`src/rtl/ipif_master_pkg.sv`:
```
// Shared definitions for the IPIF register master: state encoding, timeout
// defaults and the saturating timed-out transaction counter helper.
package ipif_master_pkg;

  typedef enum logic [1:0] {
    IDLE   = 2'd0,
    ACCESS = 2'd1,
    RESP   = 2'd2
  } ipif_state_e;

  localparam int DEFAULT_TIMEOUT_CYCLES = 256;
  localparam int TIMEOUT_COUNT_W        = 16;

  function automatic logic [TIMEOUT_COUNT_W-1:0] sat_inc(
    input logic [TIMEOUT_COUNT_W-1:0] v
  );
    return (&v) ? v : v + 1'b1;
  endfunction

endpackage

```
`src/rtl/ipif_timeout_cnt.sv`:
```
// Per-transaction ACCESS cycle counter; expired marks the last allowed
// ACCESS cycle so the master can leave on that same edge.
module ipif_timeout_cnt
  import ipif_master_pkg::*;
#(
  parameter int TIMEOUT_CYCLES = DEFAULT_TIMEOUT_CYCLES
) (
  input  logic Bus2IP_Clk,
  input  logic Bus2IP_Reset,
  input  logic clear,
  input  logic enable,
  output logic expired
);

  localparam int CNT_W = (TIMEOUT_CYCLES > 2) ? $clog2(TIMEOUT_CYCLES) : 1;
  localparam logic [CNT_W-1:0] LAST = CNT_W'(TIMEOUT_CYCLES - 1);

  logic [CNT_W-1:0] cnt;

  always_ff @(posedge Bus2IP_Clk) begin
    if (Bus2IP_Reset) begin
      cnt <= '0;
    end else if (clear) begin
      cnt <= '0;
    end else if (enable) begin
      cnt <= cnt + 1'b1;
    end
  end

  assign expired = enable && (cnt == LAST);

endmodule

```
`src/rtl/ipif_reg_master.sv`:
```
// Single-outstanding IPIF register master: accepts a command, drives one
// chip-select access with timeout, and holds the response until taken.
module ipif_reg_master
  import ipif_master_pkg::*;
#(
  parameter int C_S_AXI_DATA_WIDTH = 32,
  parameter int C_S_AXI_ADDR_WIDTH = 32,
  parameter int TIMEOUT_CYCLES     = DEFAULT_TIMEOUT_CYCLES
) (
  input  logic                            Bus2IP_Clk,
  input  logic                            Bus2IP_Reset,
  // Handshakes: a transfer happens on a rising edge where valid and ready
  // are both high; valid never waits on ready, and ready is registered.
  input  logic                            cmd_valid,
  output logic                            cmd_ready,
  input  logic                            cmd_rnw,
  input  logic [C_S_AXI_ADDR_WIDTH-1:0]   cmd_addr,
  input  logic [C_S_AXI_DATA_WIDTH-1:0]   cmd_wdata,
  input  logic [C_S_AXI_DATA_WIDTH/8-1:0] cmd_be,
  output logic                            rsp_valid,
  input  logic                            rsp_ready,
  output logic [C_S_AXI_DATA_WIDTH-1:0]   rsp_rdata,
  output logic                            rsp_error,
  output logic                            rsp_timeout,
  output logic                            Bus2IP_CS,
  output logic                            Bus2IP_RNW,
  output logic [C_S_AXI_ADDR_WIDTH-1:0]   Bus2IP_Addr,
  output logic [C_S_AXI_DATA_WIDTH-1:0]   Bus2IP_Data,
  output logic [C_S_AXI_DATA_WIDTH/8-1:0] Bus2IP_BE,
  input  logic [C_S_AXI_DATA_WIDTH-1:0]   IP2Bus_Data,
  input  logic                            IP2Bus_RdAck,
  input  logic                            IP2Bus_WrAck,
  input  logic                            IP2Bus_Error,
  output logic [TIMEOUT_COUNT_W-1:0]      timeout_count,
  output ipif_state_e                     dbg_state
);

  localparam int BE_W = C_S_AXI_DATA_WIDTH / 8;

  ipif_state_e                   state_q, state_d;
  logic                          cmd_ready_q;
  logic                          rnw_q;
  logic [C_S_AXI_ADDR_WIDTH-1:0] addr_q;
  logic [C_S_AXI_DATA_WIDTH-1:0] wdata_q;
  logic [BE_W-1:0]               be_q;
  logic [C_S_AXI_DATA_WIDTH-1:0] rdata_q;
  logic                          error_q;
  logic                          timeout_q;
  logic [TIMEOUT_COUNT_W-1:0]    timeout_count_q;

  logic cmd_accept;
  logic ack_ok;
  logic expired;
  logic finish_access;

  assign cmd_accept    = cmd_valid && cmd_ready_q;
  // Only the ack matching the registered direction completes an access.
  assign ack_ok        = rnw_q ? IP2Bus_RdAck : IP2Bus_WrAck;
  assign finish_access = (state_q == ACCESS) && (state_d == RESP);

  ipif_timeout_cnt #(
    .TIMEOUT_CYCLES(TIMEOUT_CYCLES)
  ) u_timeout (
    .Bus2IP_Clk  (Bus2IP_Clk),
    .Bus2IP_Reset(Bus2IP_Reset),
    .clear       (cmd_accept),
    .enable      (state_q == ACCESS),
    .expired     (expired)
  );

  always_comb begin
    state_d = state_q;
    case (state_q)
      IDLE:    if (cmd_accept) state_d = ACCESS;
      ACCESS:  if (ack_ok || expired) state_d = RESP;
      RESP:    if (rsp_ready) state_d = IDLE;
      default: state_d = IDLE;
    endcase
  end

  always_ff @(posedge Bus2IP_Clk) begin
    if (Bus2IP_Reset) begin
      state_q         <= IDLE;
      cmd_ready_q     <= 1'b0;
      rnw_q           <= 1'b0;
      addr_q          <= '0;
      wdata_q         <= '0;
      be_q            <= '0;
      rdata_q         <= '0;
      error_q         <= 1'b0;
      timeout_q       <= 1'b0;
      timeout_count_q <= '0;
    end else begin
      state_q     <= state_d;
      cmd_ready_q <= (state_d == IDLE);
      if (cmd_accept) begin
        rnw_q   <= cmd_rnw;
        addr_q  <= cmd_addr;
        wdata_q <= cmd_wdata;
        be_q    <= cmd_be;
      end
      // An ack coinciding with expiry wins: ack_ok is checked first.
      if (finish_access) begin
        rdata_q   <= (ack_ok && rnw_q) ? IP2Bus_Data : '0;
        error_q   <= ack_ok && IP2Bus_Error;
        timeout_q <= !ack_ok;
        if (!ack_ok) timeout_count_q <= sat_inc(timeout_count_q);
      end
    end
  end

  assign cmd_ready     = cmd_ready_q;
  assign rsp_valid     = (state_q == RESP);
  assign rsp_rdata     = rdata_q;
  assign rsp_error     = error_q;
  assign rsp_timeout   = timeout_q;
  assign Bus2IP_CS     = (state_q == ACCESS);
  assign Bus2IP_RNW    = rnw_q;
  assign Bus2IP_Addr   = addr_q;
  assign Bus2IP_Data   = rnw_q ? '0 : wdata_q;
  assign Bus2IP_BE     = be_q;
  assign timeout_count = timeout_count_q;
  assign dbg_state     = state_q;

endmodule

```
`config.mk`:
```
export PLATFORM = sky130hd
export DESIGN_NAME = ipif_reg_master
export DESIGN_NICKNAME = d
export VERILOG_FILES = /design/src/rtl/ipif_master_pkg.sv /design/src/rtl/ipif_timeout_cnt.sv /design/src/rtl/ipif_reg_master.sv
export SDC_FILE = /design/constraint.sdc
export NUM_CORES = 1
export LEC_CHECK = 0
export CORE_UTILIZATION = 44
export CTS_BUF_LIST = sky130_fd_sc_hd__clkbuf_16
export CTS_CLUSTER_DIAMETER = 120
export CTS_CLUSTER_SIZE = 12
export DETAILED_ROUTE_END_ITERATION = 16
export PLACE_DENSITY = 0.83
export SETUP_SLACK_MARGIN = 0.2
export SLEW_MARGIN = 20
export SYNTH_ARGS = -nofsm -noshare
export SYNTH_HDL_FRONTEND = slang
export SYNTH_SLANG_ARGS = --single-unit
```
`constraint.sdc`:
```
create_clock -name Bus2IP_Clk -period 2.9 [get_ports Bus2IP_Clk]
set_input_delay 0.29 -clock Bus2IP_Clk [delete_from_list [all_inputs] [get_ports Bus2IP_Clk]]
set_output_delay 0.29 -clock Bus2IP_Clk [all_outputs]
set_load 0.02 [all_outputs]
```
==> metrics.csv <==
metric;value;unit
Inserted Diodes;0;
reg2reg start;timeout_count[0];
ys async rst share;0;%
Synth Flop Type;dfxtp_1;
Synth Register Bits;130;
reg2reg path depth;6;
drt drc;0;
Met1 Wirelength;5.775;mm
fin area;0.007898;mm²
most frequent cells after synthesis;147 x nand2_1, 130 x dfxtp_1, 78 x a21oi_1;
initial core utilization;45.40;%
Post-Route Hold Slack;368.8;ps
Final Hold Viols;0;
Cell Count, Final, Fillers Out;937;
Cell variety after synth;39;
H-tree levels;4;
Mapped Cells;566;
RSZ-0062 raised after global routing;false;
crit path DAT;2020;ps
VDD IR max;0.3244;mV
maxcap violations;0;
Slew Limit Headroom;47.82;%
Die ar.;0.01166;mm²
vias per cell;5.110;
slowest stage delay, CP;590;ps
Final Critical Period;2310;ps
Tightest Hold Check Type;input pin to register;
Final Core Density;72.54;%
total global routing track utilization;25.12;%
cts repair resizes;0;
Crit-path slowest cell;clkdlybuf4s50_1;
hold depth;2;
critical path required time;2610;ps
area delta synth->final;59.76;%
core footprint;0.01089;mm²
via count;4788;
worst-path maximum fanout;32;
Synth Warn #;0;
Cell Area, Synth;0.004943;mm²
vias in the first global route;4714;
Clock Sinks;130;
nets@finish;896;
Avg Inst Size Synth;8.734;µm²
end of the worst register-to-register path;timeout_count[15];
setup ws final;590.1;ps
Clk Tree Root Cell;clkbuf_16;
highest clock rate;432.9;MHz
Reg area;0.002603;mm²
final setup skew;10.55;ps
Worst Setup End Kind;primary output;
post-synth top area cell;dfxtp_1;
worst slack, placed;777.5;ps
first-pass GRT wire length;22.72;mm
drt total wl;14.52;mm
Yosys top cell area share;52.64;%
Max Used Layer;met4;
status;completed;
Slew @ Worst Pin;782.6;ps
post-route ant nets;0;
Lkg Pwr;2.917;nW
CTS Buffer Depth;2;
per-cell routed wire length;15.50;µm
I/O Buffers;231;
number of cell rows;38;
Tot Pwr;4.405;mW
Post-synth EDFFs;0;
final setup TNS;0;ps
Syn Nets;676;
worst path cell trace;buf_4, nor2b_1, clkdlybuf4s50_1;
GRT overflow;0;
share of cells above drive strength 1;5.395;%
largest net degree at the start of global routing;64;
initial antenna violation count;0;
Die Span Y;108.0;µm
Final Cycle Share;79.65;%
multi-input logic area;0.002182;mm²
flop-to-flop setup slack;870;ps
post-CTS setup buffers;0;
CTS Hold Buffers Added;0;
Detailed Routing Iterations Pass 1;7;
final max-slew violation count;0;
Worst-Skew Late Latency;410;ps
num ports;232;
hpwl dp;10.30;mm
Chip Width;108.0;µm
placed cells;907;
CTS tree;yes;
clk slew on worst S/H paths;50;ps
Hold Startpoint;Bus2IP_Reset;
met3 WL;1.028;mm
Worst Hold Endpoint;dbg_state[1];
placed instance area;0.007342;mm²
Crit Path Category;register to primary output;
final setup fails;0;
power per standard cell area;557.8;mW/mm²
Fill cells;850;
dominant cells by area after synthesis;dfxtp_1 53%, nand2_1 11%, a21oi_1 7.9%, a22o_1 5.7%, nor2b_1 4.3%;
sequential area share after synthesis;52.64;%
most common cell in the netlist;nand2_1;
crit path launch type;register;
DR iter-0 viols;309;
RePlAce Congestion;0.8191;
met2 routed WL;7.459;mm
TritonCTS buffer count;17;
[registers in the layout, summed over array words and instances, names as in the netlist, 2 cells and up]
| name | cells |
|---|---|
| Bus2IP_Addr | 32 |
| rsp_rdata | 32 |
| wdata_q | 32 |
| timeout_count | 16 |
| u_timeout.cnt | 8 |
| Bus2IP_BE | 4 |
| dbg_state | 2 |
[power breakdown]
group          switching (mW)  internal, mW  leakage (nW)  total, mW
logic                   0.243         0.271          1.58      0.514
clock network           0.706          1.31         0.287       2.02
registers              0.0316          1.84          1.05       1.87
[worst max path at each step]
stage	from	end	slack (ps)	depth (start not counted)
floorplan	timeout_count[0]	timeout_count[14]	1020	6
global placement	cmd_valid	wdata_q[27]	860	5
detailed placement	cmd_valid	Bus2IP_Addr[0]	780	5
CTS	Bus2IP_RNW	Bus2IP_RNW	560	2
global route	dbg_state[0]	Bus2IP_CS	490	3
finish	Bus2IP_RNW	Bus2IP_Data[19]	590	3
[cell usage in the layout (no fill, tap or decap), drive strengths merged]
cell type	n
a22o	32
a211oi	8
nor3b	1
a31o	2
mux2i	2
clkinv	6
xnor2	13
nor4	1
and2	2
and3b	1
mux2	1
nand2	147
nor2	26
a31oi	1
clkdlybuf4s50	230
and4	2
nand2b	2
nor4b	1
nor3	5
inv	8
bufinv	3
clkbuf	17
buf	9
or3	2
and3	6
dfxtp	130
nor2b	34
nand3	9
nand4	6
ha	2
o21ai	3
xor2	5
a21oi	78
a2111oi	2
[layout make-up]
type / instances / share of cell area (%)
clock inverter: 13 / 1.648
inverter: 4 / 0.1901
sequential: 130 / 32.95
multi-input combinational: 394 / 27.63
timing repair buffer: 239 / 29.97
clock buffer: 17 / 5.387
tap: 140 / 2.218
[metal layers]
metal	up-vias	track usage, %
met3	23	8.137
li1	2340	-
met5	-	0
met4	0	9.198
met2	179	45.04
met1	2246	27.51
[critical path, delay by kind of cell (launching register included)]
kind	cells	cell delay, ps
AND/OR/NAND/NOR	1	100
buffers and inverters	2	980
flip-flops	1	530
[cells by family (layout without fill, tap and decap cells)]
group / after synthesis / in the layout / synth area share (%)
xor gates and xnor gates: 18 / 18 / 3.189
adders and majority gates: 2 / 2 / 0.5061
DFF: 130 / 130 / 52.64
buffers and inverters: 42 / 273 / 3.391
and+or+nand+nor: 245 / 245 / 22.96
muxes: 3 / 3 / 0.8858
AOI/OAI and AO/OA: 126 / 126 / 16.43
Note: power is estimated with default switching activity, not from simulation.
